$ cat src/rtl/ts_packet_arbiter_if.sv
// Byte-stream bus between the four sync-recovery channels and the packet arbiter.
// The drop_cnt signal exists only when TS_ARB_DROP_CNT_EN is defined.
interface ts_packet_arbiter_if;
  logic [31:0] ts_in;
  logic [3:0]  ts_in_valid;
  logic [3:0]  ts_in_sop;
  logic [3:0]  chan_en;
  logic [7:0]  ts_out;
  logic        ts_out_valid;
  logic        ts_out_sop;
  logic        ts_out_eop;
  logic [1:0]  ts_out_chan;
  logic        pkt_abort;
`ifdef TS_ARB_DROP_CNT_EN
  logic [63:0] drop_cnt;
`endif

  modport master (
    output ts_in, ts_in_valid, ts_in_sop, chan_en,
    input  ts_out, ts_out_valid, ts_out_sop, ts_out_eop, ts_out_chan, pkt_abort
`ifdef TS_ARB_DROP_CNT_EN
    , input drop_cnt
`endif
  );

  modport slave (
    input  ts_in, ts_in_valid, ts_in_sop, chan_en,
    output ts_out, ts_out_valid, ts_out_sop, ts_out_eop, ts_out_chan, pkt_abort
`ifdef TS_ARB_DROP_CNT_EN
    , output drop_cnt
`endif
  );
endinterface

$ cat src/rtl/ts_packet_arbiter.sv
// Round-robin packet arbiter forwarding whole 188-byte TS packets from four streams.
// Optional per-channel saturating drop counters: define TS_ARB_DROP_CNT_EN.
//
// state | meaning
// IDLE  | waiting for an enabled channel to present a sop byte
// FWD   | forwarding the granted channel's packet until eop, stall timeout or sync slip
module ts_packet_arbiter #(
  parameter int PKT_LEN = 188,
  parameter int TIMEOUT = 255
) (
  input logic clk,
  input logic rst,
  ts_packet_arbiter_if.slave bus
);

  localparam logic [7:0] PKT_LEN_B = 8'(PKT_LEN);
  localparam logic [7:0] TIMEOUT_B = 8'(TIMEOUT);

  typedef enum logic {IDLE, FWD} state_t;

  state_t     state, state_nxt;
  logic [1:0] last_grant, last_grant_nxt;
  logic [1:0] chan_q, chan_nxt;
  logic [7:0] byte_cnt, byte_cnt_nxt;
  logic [7:0] stall_cnt, stall_cnt_nxt;
  logic [7:0] out_q, out_nxt;
  logic       valid_q, valid_nxt;
  logic       sop_q, sop_nxt;
  logic       eop_q, eop_nxt;
  logic       abort_q, abort_nxt;

  logic [3:0] cand;
  logic       found;
  logic [1:0] gnt;
  logic [1:0] idx;
  logic       g_valid, g_sop;
  logic [7:0] g_byte;

  assign cand    = bus.chan_en & bus.ts_in_valid & bus.ts_in_sop;
  assign g_valid = bus.ts_in_valid[chan_q];
  assign g_sop   = bus.ts_in_sop[chan_q];
  assign g_byte  = bus.ts_in[{chan_q, 3'b000} +: 8];

  // Search starts one past the last winner so every channel gets a turn.
  always_comb begin
    found = 1'b0;
    gnt   = 2'd0;
    idx   = 2'd0;
    for (int i = 0; i < 4; i++) begin
      idx = last_grant + 2'(i + 1);
      if (!found && cand[idx]) begin
        found = 1'b1;
        gnt   = idx;
      end
    end
  end

  always_comb begin
    state_nxt      = state;
    last_grant_nxt = last_grant;
    chan_nxt       = chan_q;
    byte_cnt_nxt   = byte_cnt;
    stall_cnt_nxt  = stall_cnt;
    out_nxt        = out_q;
    valid_nxt      = 1'b0;
    sop_nxt        = 1'b0;
    eop_nxt        = 1'b0;
    abort_nxt      = 1'b0;
    case (state)
      IDLE: begin
        if (found) begin
          last_grant_nxt = gnt;
          chan_nxt       = gnt;
          byte_cnt_nxt   = 8'd1;
          stall_cnt_nxt  = 8'd0;
          out_nxt        = bus.ts_in[{gnt, 3'b000} +: 8];
          valid_nxt      = 1'b1;
          sop_nxt        = 1'b1;
          state_nxt      = FWD;
        end
      end
      FWD: begin
        if (g_valid && !g_sop) begin
          out_nxt       = g_byte;
          valid_nxt     = 1'b1;
          byte_cnt_nxt  = byte_cnt + 8'd1;
          stall_cnt_nxt = 8'd0;
          if (byte_cnt_nxt == PKT_LEN_B) begin
            eop_nxt   = 1'b1;
            state_nxt = IDLE;
          end
        end else if (g_valid) begin
          // Sync slip: a new sop before the packet is complete truncates it.
          abort_nxt = 1'b1;
          state_nxt = IDLE;
        end else begin
          stall_cnt_nxt = stall_cnt + 8'd1;
          if (stall_cnt_nxt == TIMEOUT_B) begin
            abort_nxt = 1'b1;
            state_nxt = IDLE;
          end
        end
      end
      default: state_nxt = IDLE;
    endcase
  end

  always_ff @(posedge clk) begin
    if (rst) begin
      state      <= IDLE;
      last_grant <= 2'd3;
      chan_q     <= 2'd0;
      byte_cnt   <= 8'd0;
      stall_cnt  <= 8'd0;
      out_q      <= 8'h00;
      valid_q    <= 1'b0;
      sop_q      <= 1'b0;
      eop_q      <= 1'b0;
      abort_q    <= 1'b0;
    end else begin
      state      <= state_nxt;
      last_grant <= last_grant_nxt;
      chan_q     <= chan_nxt;
      byte_cnt   <= byte_cnt_nxt;
      stall_cnt  <= stall_cnt_nxt;
      out_q      <= out_nxt;
      valid_q    <= valid_nxt;
      sop_q      <= sop_nxt;
      eop_q      <= eop_nxt;
      abort_q    <= abort_nxt;
    end
  end

  assign bus.ts_out       = out_q;
  assign bus.ts_out_valid = valid_q;
  assign bus.ts_out_sop   = sop_q;
  assign bus.ts_out_eop   = eop_q;
  assign bus.ts_out_chan  = chan_q;
  assign bus.pkt_abort    = abort_q;

`ifdef TS_ARB_DROP_CNT_EN
  logic [3:0]  grant_mask;
  logic [3:0]  drop_inc;
  logic [15:0] drop_q [4];

  // Every enabled sop that does not win a grant this cycle is a drop, including slips.
  assign grant_mask = (state == IDLE && found) ? (4'b0001 << gnt) : 4'b0000;
  assign drop_inc   = cand & ~grant_mask;

  always_ff @(posedge clk) begin
    if (rst) begin
      for (int n = 0; n < 4; n++) drop_q[n] <= 16'h0000;
    end else begin
      for (int n = 0; n < 4; n++) begin
        if (drop_inc[n] && drop_q[n] != 16'hFFFF) drop_q[n] <= drop_q[n] + 16'h0001;
      end
    end
  end

  assign bus.drop_cnt = {drop_q[3], drop_q[2], drop_q[1], drop_q[0]};
`endif

endmodule

$ cat src/flat_wrapper.sv
// flat-port wrapper written by rule: the top's interface ports become plain ports
module ts_packet_arbiter_flat 
#(
  parameter int PKT_LEN = 188,
  parameter int TIMEOUT = 255
)
  (clk, rst, bus_ts_in, bus_ts_in_valid, bus_ts_in_sop, bus_chan_en, bus_ts_out, bus_ts_out_valid, bus_ts_out_sop, bus_ts_out_eop, bus_ts_out_chan, bus_pkt_abort);
  ts_packet_arbiter_if bus_i ();
  input logic clk;
  input logic rst;
  input wire logic [$bits(bus_i.ts_in)-1:0] bus_ts_in;
  input wire logic [$bits(bus_i.ts_in_valid)-1:0] bus_ts_in_valid;
  input wire logic [$bits(bus_i.ts_in_sop)-1:0] bus_ts_in_sop;
  input wire logic [$bits(bus_i.chan_en)-1:0] bus_chan_en;
  output wire logic [$bits(bus_i.ts_out)-1:0] bus_ts_out;
  output wire logic [$bits(bus_i.ts_out_valid)-1:0] bus_ts_out_valid;
  output wire logic [$bits(bus_i.ts_out_sop)-1:0] bus_ts_out_sop;
  output wire logic [$bits(bus_i.ts_out_eop)-1:0] bus_ts_out_eop;
  output wire logic [$bits(bus_i.ts_out_chan)-1:0] bus_ts_out_chan;
  output wire logic [$bits(bus_i.pkt_abort)-1:0] bus_pkt_abort;
  assign bus_i.ts_in = bus_ts_in;
  assign bus_i.ts_in_valid = bus_ts_in_valid;
  assign bus_i.ts_in_sop = bus_ts_in_sop;
  assign bus_i.chan_en = bus_chan_en;
  assign bus_ts_out = bus_i.ts_out;
  assign bus_ts_out_valid = bus_i.ts_out_valid;
  assign bus_ts_out_sop = bus_i.ts_out_sop;
  assign bus_ts_out_eop = bus_i.ts_out_eop;
  assign bus_ts_out_chan = bus_i.ts_out_chan;
  assign bus_pkt_abort = bus_i.pkt_abort;
  ts_packet_arbiter #(.PKT_LEN(PKT_LEN), .TIMEOUT(TIMEOUT)) u_core (.clk(clk), .rst(rst), .bus(bus_i));
endmodule
$ cat config.mk
export PLATFORM = sky130hd
export DESIGN_NAME = ts_packet_arbiter_flat
export DESIGN_NICKNAME = d
export VERILOG_FILES = /design/src/rtl/ts_packet_arbiter_if.sv /design/src/rtl/ts_packet_arbiter.sv /design/src/flat_wrapper.sv
export SDC_FILE = /design/constraint.sdc
export NUM_CORES = 1
export LEC_CHECK = 0
export CAP_MARGIN = 20
export CORE_UTILIZATION = 50
export DETAILED_ROUTE_END_ITERATION = 7
export HOLD_SLACK_MARGIN = 0.12
export PLACE_DENSITY = 0.82
export SYNTH_ARGS = -nofsm -noshare
export SYNTH_HDL_FRONTEND = slang
export SYNTH_SLANG_ARGS = --single-unit
$ cat constraint.sdc
create_clock -name clk -period 4.4 [get_ports clk]
set_clock_uncertainty 0.05 [all_clocks]
set_input_delay 0.66 -clock clk [delete_from_list [all_inputs] [get_ports clk]]
set_output_delay 0.66 -clock clk [all_outputs]
set_load 0.02 [all_outputs]
### After elaboration in Yosys (flattened, before gate mapping)

Index checks and enable logic that the tools add are counted.

* bits in latches: 0
* register bits: 33
* output and inout port bits: 14
* input bits: 46
* bits in writable memories: 0
* memories kept: 0
* ROM bits: 0

* $lt $le $gt $ge: 5
* equal/unequal tests: 5
* divide/modulo/power cells: 0
* add/subtract/negate cells: 5
* bitwise logic cells: 4
* shifts and indexed selects: 2
* reductions and logical operators: 14
* multiplexer cells: 41
* multipliers: 0

Operators by type and width (number)
* indexed part select 32 x 6 -> 8 bit: 2
* two-way mux 8 bit: 7
* one-hot mux 8 bit (2 select lines): 3
* two-way mux 1 bit: 19
* adder 8 x 1 -> 8 bit, second input constant: 2
* equality test 8 bit, second input constant: 2
* < comparator 2 x 3 -> 1 bit, second input constant: 5
* binary-select mux 1 bit (select 2 bit): 6
* AND 4 bit: 2
* two-way mux 2 bit: 4
* AND reduction 2 bit: 3
* OR reduction 3 bit: 2
* adder 2 bit, second input constant: 2
* logical AND 1 bit: 4
* zero test 1 bit: 4
* one-hot mux 1 bit (2 select lines): 2
* != test 3 bit, second input constant: 1
* adder 2 x 1 -> 2 bit, second input constant: 1
* != test 2 x 1 -> 1 bit, second input constant: 1
* != test 2 bit, second input constant: 1
* NOT 1 bit: 2
* OR reduction 2 bit: 1

### Depth between registers and ports, before layout

* word-level depth: 17
* mapped depth: 8
* gate-level depth less buffers: 7

### Worst setup path before layout

OpenSTA, ideal clock, no wires.

* path kind: input to register
* start: input port bus_ts_in_sop[0]
* end: register u_core.out_q[1], in the netlist u_core.bus.ts_out[1]
* required time: 4.276 ns
* buffers on the path: 1
* setup time: 0.074 ns
* path slack: 2.033 ns
* stages: 7
* arrival time: 2.243 ns
* path through: or3b_1 a211o_1 a221oi_4 buf_6 nand2_1 mux2_2 o211ai_2

* word-level cells in the longest chain between the ends: 16

Ends and longest elaborated chain
* from (decl): line flat_wrapper.sv:13 `input wire logic [$bits(bus_i.ts_in_sop)-1:0] bus_ts_in_sop;`
* AND 4 bit: line ts_packet_arbiter.sv:39 `assign cand = bus.chan_en & bus.ts_in_valid & bus.ts_in_sop;`
* binary-select mux 1 bit (select 2 bit): line ts_packet_arbiter.sv:51 `if (!found && cand[idx]) begin`
* two-way mux 1 bit (not written as such): line ts_packet_arbiter.sv:51
* two-way mux 1 bit: line ts_packet_arbiter.sv:51
* zero test 1 bit: line ts_packet_arbiter.sv:51
* logical AND 1 bit: line ts_packet_arbiter.sv:51
* two-way mux 1 bit: line ts_packet_arbiter.sv:51
* zero test 1 bit: line ts_packet_arbiter.sv:51
* logical AND 1 bit: line ts_packet_arbiter.sv:51
* two-way mux 1 bit: line ts_packet_arbiter.sv:51
* zero test 1 bit: line ts_packet_arbiter.sv:51
* logical AND 1 bit: line ts_packet_arbiter.sv:51
* two-way mux 2 bit: line ts_packet_arbiter.sv:51
* indexed part select 32 x 6 -> 8 bit: line ts_packet_arbiter.sv:76 `out_nxt = bus.ts_in[{gnt, 3'b000} +: 8];`
* two-way mux 8 bit: line ts_packet_arbiter.sv:71 `if (found) begin`
* one-hot mux 8 bit (2 select lines): line ts_packet_arbiter.sv:69 `case (state)`
* to (signal assigned): line ts_packet_arbiter.sv:126 `out_q <= out_nxt;`
* to (decl): line ts_packet_arbiter.sv:26 `logic [7:0] out_q, out_nxt;`

Parallel ways exist; a longest one is shown, timed or not. The select of a mux whose other input is x is not followed.
A chain may end at the register's enable or synchronous reset.

### Worst setup path after layout

* start: input port bus_ts_in_valid[0]
* end: register u_core.out_q[5], in the netlist u_core.bus.ts_out[5]

* word-level cells in the longest chain between the ends: 17

Ends and longest elaborated chain
* from (decl): line flat_wrapper.sv:12 `input wire logic [$bits(bus_i.ts_in_valid)-1:0] bus_ts_in_valid;`
* AND 4 bit (2 in a row): line ts_packet_arbiter.sv:39
* binary-select mux 1 bit (select 2 bit): line ts_packet_arbiter.sv:51
* two-way mux 1 bit (not written as such): line ts_packet_arbiter.sv:51
* two-way mux 1 bit: line ts_packet_arbiter.sv:51
* zero test 1 bit: line ts_packet_arbiter.sv:51
* logical AND 1 bit: line ts_packet_arbiter.sv:51
* two-way mux 1 bit: line ts_packet_arbiter.sv:51
* zero test 1 bit: line ts_packet_arbiter.sv:51
* logical AND 1 bit: line ts_packet_arbiter.sv:51
* two-way mux 1 bit: line ts_packet_arbiter.sv:51
* zero test 1 bit: line ts_packet_arbiter.sv:51
* logical AND 1 bit: line ts_packet_arbiter.sv:51
* two-way mux 2 bit: line ts_packet_arbiter.sv:51
* indexed part select 32 x 6 -> 8 bit: line ts_packet_arbiter.sv:76
* two-way mux 8 bit: line ts_packet_arbiter.sv:71
* one-hot mux 8 bit (2 select lines): line ts_packet_arbiter.sv:69

Parallel ways exist; a longest one is shown, timed or not. The select of a mux whose other input is x is not followed.

==> out/qor.yml <==
status: "completed"
dieWidth_um: 63.59
drt-met1-wl_um: 2267
synth_xor_area_share_pct: 2.309
place_area_um2: 2527
fmax_ghz: 0.3515
post-place-ws_ns: 1.275
synth.mux.area_fraction_pct: 12.07
yosys_register_bits: 33
hold_path_class: "flip-flop to flip-flop"
path_clk_slew_ns: 0.07
netlist_instances: 222
synth_simple_gate_area_share_pct: 25.40
ctsLongestPathBuffers: 2
maxCapViolCount: 0
worstSetupStartpointType: "primary input"
cts_hold_buf: 0
yosysSeqAreaShare_pct: 34.83
firstDrtPassIters: 4
grt_max_degree: 28
critPathRequiredTime_ns: 4.57
grt_setup_unrepaired: "false"
cpMaxStageDelayCell: "a221oi_4"
async_flop_share_pct: 0
cts.repair.resized: 0
grt_pass1_vias: 1707
endpoint_kind: "flip-flop"
numClockSinks: 33
timing.final.ws_setup_ns: 1.555
antenna_found_initial: 0
fin_crit_ns: 2.845
clk-insertion-delay-late_ns: 0.29
vias_per_cell: 5.520
grt_usage_pct: 25.67
synth_compound_area_share_pct: 20.98
path_cells: "clkdlybuf4s50_1 > or3b_1 > a211o_1 > a221oi_4 > nand2_1 > mux2_2 > o211ai_2"
synthToLayoutAreaGrowth_pct: 37.80
grt_pass1_wl_um: 8010
synth_edf_count: 0
drive_gt1_share_pct: 9.541
io_buffers: 59
ir_worst_vdd_mv: 0.1888
power.leakage_nw: 0.9534
slowest_delay_ns: 0.65
final_cell_mix: "clkdlybuf4s50_1, nand2_1, dfxtp_1, nor2_1, a21oi_1"
postRouteAntennaNets: 0
slew_headroom_pct: 53.75
synth_fa_ha_area_share_pct: 1.979
antennaDiodeCount: 0
cts_max_level: 2
initial_utilization_pct: 51.81
core_region_area_um2: 3661
fin_crit_sh_pct: 64.66
syn_area_per_cell_um2: 8.544
critPathKind: "primary input to flip-flop"
cts_buffers: 5
arrival_ns: 3.02
worstMarginPinSlew_ns: 0.6937
overflow: 0
ys_dominant_reg_cell: "dfxtp_1"
synth_top_family_by_area: "simple AND/OR/NAND/NOR gates"
drt_iter0_markers: 121
hpwl_um: 3494
crit_fanout: 16
fin_nets: 332
synth_nets: 271
post-cts-setup-buffer-count: 0
power_density_nw_per_um2: 306.6
die_height_um: 63.59
drcViolationCount: 0
setup_viol: 0
synth_cell_types: 45
routedWlPerCell_um: 14.44
syn-cell-area_um2: 1897
hold_violations: 0
clockRootBuffer: "clkbuf_8"
vias: 1827
tritoncts: "done"
cp_top_family: "compound AO/OA/AOI/OAI gates"
dr_wl_met3_um: 325
design.die.area_um2: 4044
routed_wl_um: 4778
ys_warn_count: 0
final_common_cell: "clkdlybuf4s50_1"
io_pins: 60
fin_tns_setup_ns: 0
critPathBufInv: 1
wl_met2_um: 2095
slew_viol_final: 0
postLayoutCellArea_um2: 2614
dr.max_layer_used: "met4"
core.rowCount: 22
gp_congestion: 0.8184
==> worst reg2reg max path, stage by stage (launching register included) <==
cell and delay (ns):
dfxtp_1 0.48, mux4_2 0.62, nand3b_1 0.35, nand2_1 0.21
nor2_1 0.46, nand2_1 0.13, o211ai_2 0.08
==> area by class of cell <==
| class | count | area, um2 |
|---|---|---|
| clock buffers | 7 | 86.33 |
| fillers | 278 | 1047 |
| repair buffers | 61 | 605.6 |
| inverters | 3 | 11.26 |
| flip-flops and latches | 33 | 660.6 |
| well taps | 48 | 60.06 |
| multi-input cells | 179 | 1190 |
==> cell usage after synthesis, drive strengths merged (4+ instances only) <==
library cell	number	area [um2]
a21oi	14	70.07
and2	4	25.02
and3	8	50.05
clkbuf	6	23.77
dfxtp	33	660.6
mux2	8	90.09
mux2i	9	90.09
nand2	34	127.6
nand3	11	55.05
nand3b	6	45.04
nor2	25	93.84
o211ai	8	100.1
o21ai	11	55.05
==> cell families (layout without fill, tap and decap cells) <==
kind of cell	Yosys count	count (layout)
multiplexers	19	19
flip-flops	33	33
adder cells (fa/ha/maj)	3	3
buffers and inverters	10	71
AND/OR/NAND/NOR	101	101
XOR/XNOR	5	5
AO/OA/AOI/OAI	51	51
==> metrics by stage <==
stage	total power [mW]	hold slack (ns)	cells	util, %
2_1_floorplan	0.4760	0.3871	222	-
3_3_place_gp	0.5721	0.3971	324	69.04
5_1_grt	0.8440	0.4435	331	71.39
4_1_cts	0.8067	0.4183	331	71.39
6_report	0.8013	0.4158	331	71.39
3_5_place_dp	0.5749	0.4019	324	69.04
==> report_power, final <==
part,switching [mW],total [mW],internal (mW)
logic,0.114,0.231,0.118
clock network,0.108,0.232,0.124
registers,0.0180,0.338,0.320
==> path summary, 6_finish.rpt <==
path / from / endpoint / slack [ns] / cells after the start
min: u_core.bus.ts_out[7]$_SDFFE_PP0P_ / u_core.bus.ts_out[7]$_SDFFE_PP0P_ / 0.42 / 2
min reg2reg: u_core.bus.ts_out[7]$_SDFFE_PP0P_ / u_core.bus.ts_out[7]$_SDFFE_PP0P_ / 0.42 / 2
max reg2reg: u_core.bus.ts_out_chan[1]$_SDFFE_PP0P_ / u_core.bus.ts_out[4]$_SDFFE_PP0P_ / 1.95 / 6
max: bus_ts_in_valid[0] / u_core.bus.ts_out[5]$_SDFFE_PP0P_ / 1.55 / 7
==> registers in the layout (all words and copies together) (netlist names) <==
| register | cells |
|---|---|
| u_core.byte_cnt | 8 |
| u_core.bus.ts_out_chan | 2 |
| u_core.bus.ts_out | 8 |
| u_core.stall_cnt | 8 |
| u_core.bus.ts_out_eop | 1 |
| u_core.bus.pkt_abort | 1 |
| u_core.last_grant | 2 |
| u_core.state | 1 |
| u_core.bus.ts_out_valid | 1 |
| u_core.bus.ts_out_sop | 1 |
==> metal layers <==
| layer | global-route usage, % | up-vias |
|---|---|---|
| li1 | - | 934 |
| met1 | 31.85 | 839 |
| met2 | 40.56 | 46 |
| met3 | 7.790 | 8 |
| met4 | 11.36 | 0 |
| met5 | 0 | - |
(Power assumes the default switching activity.)
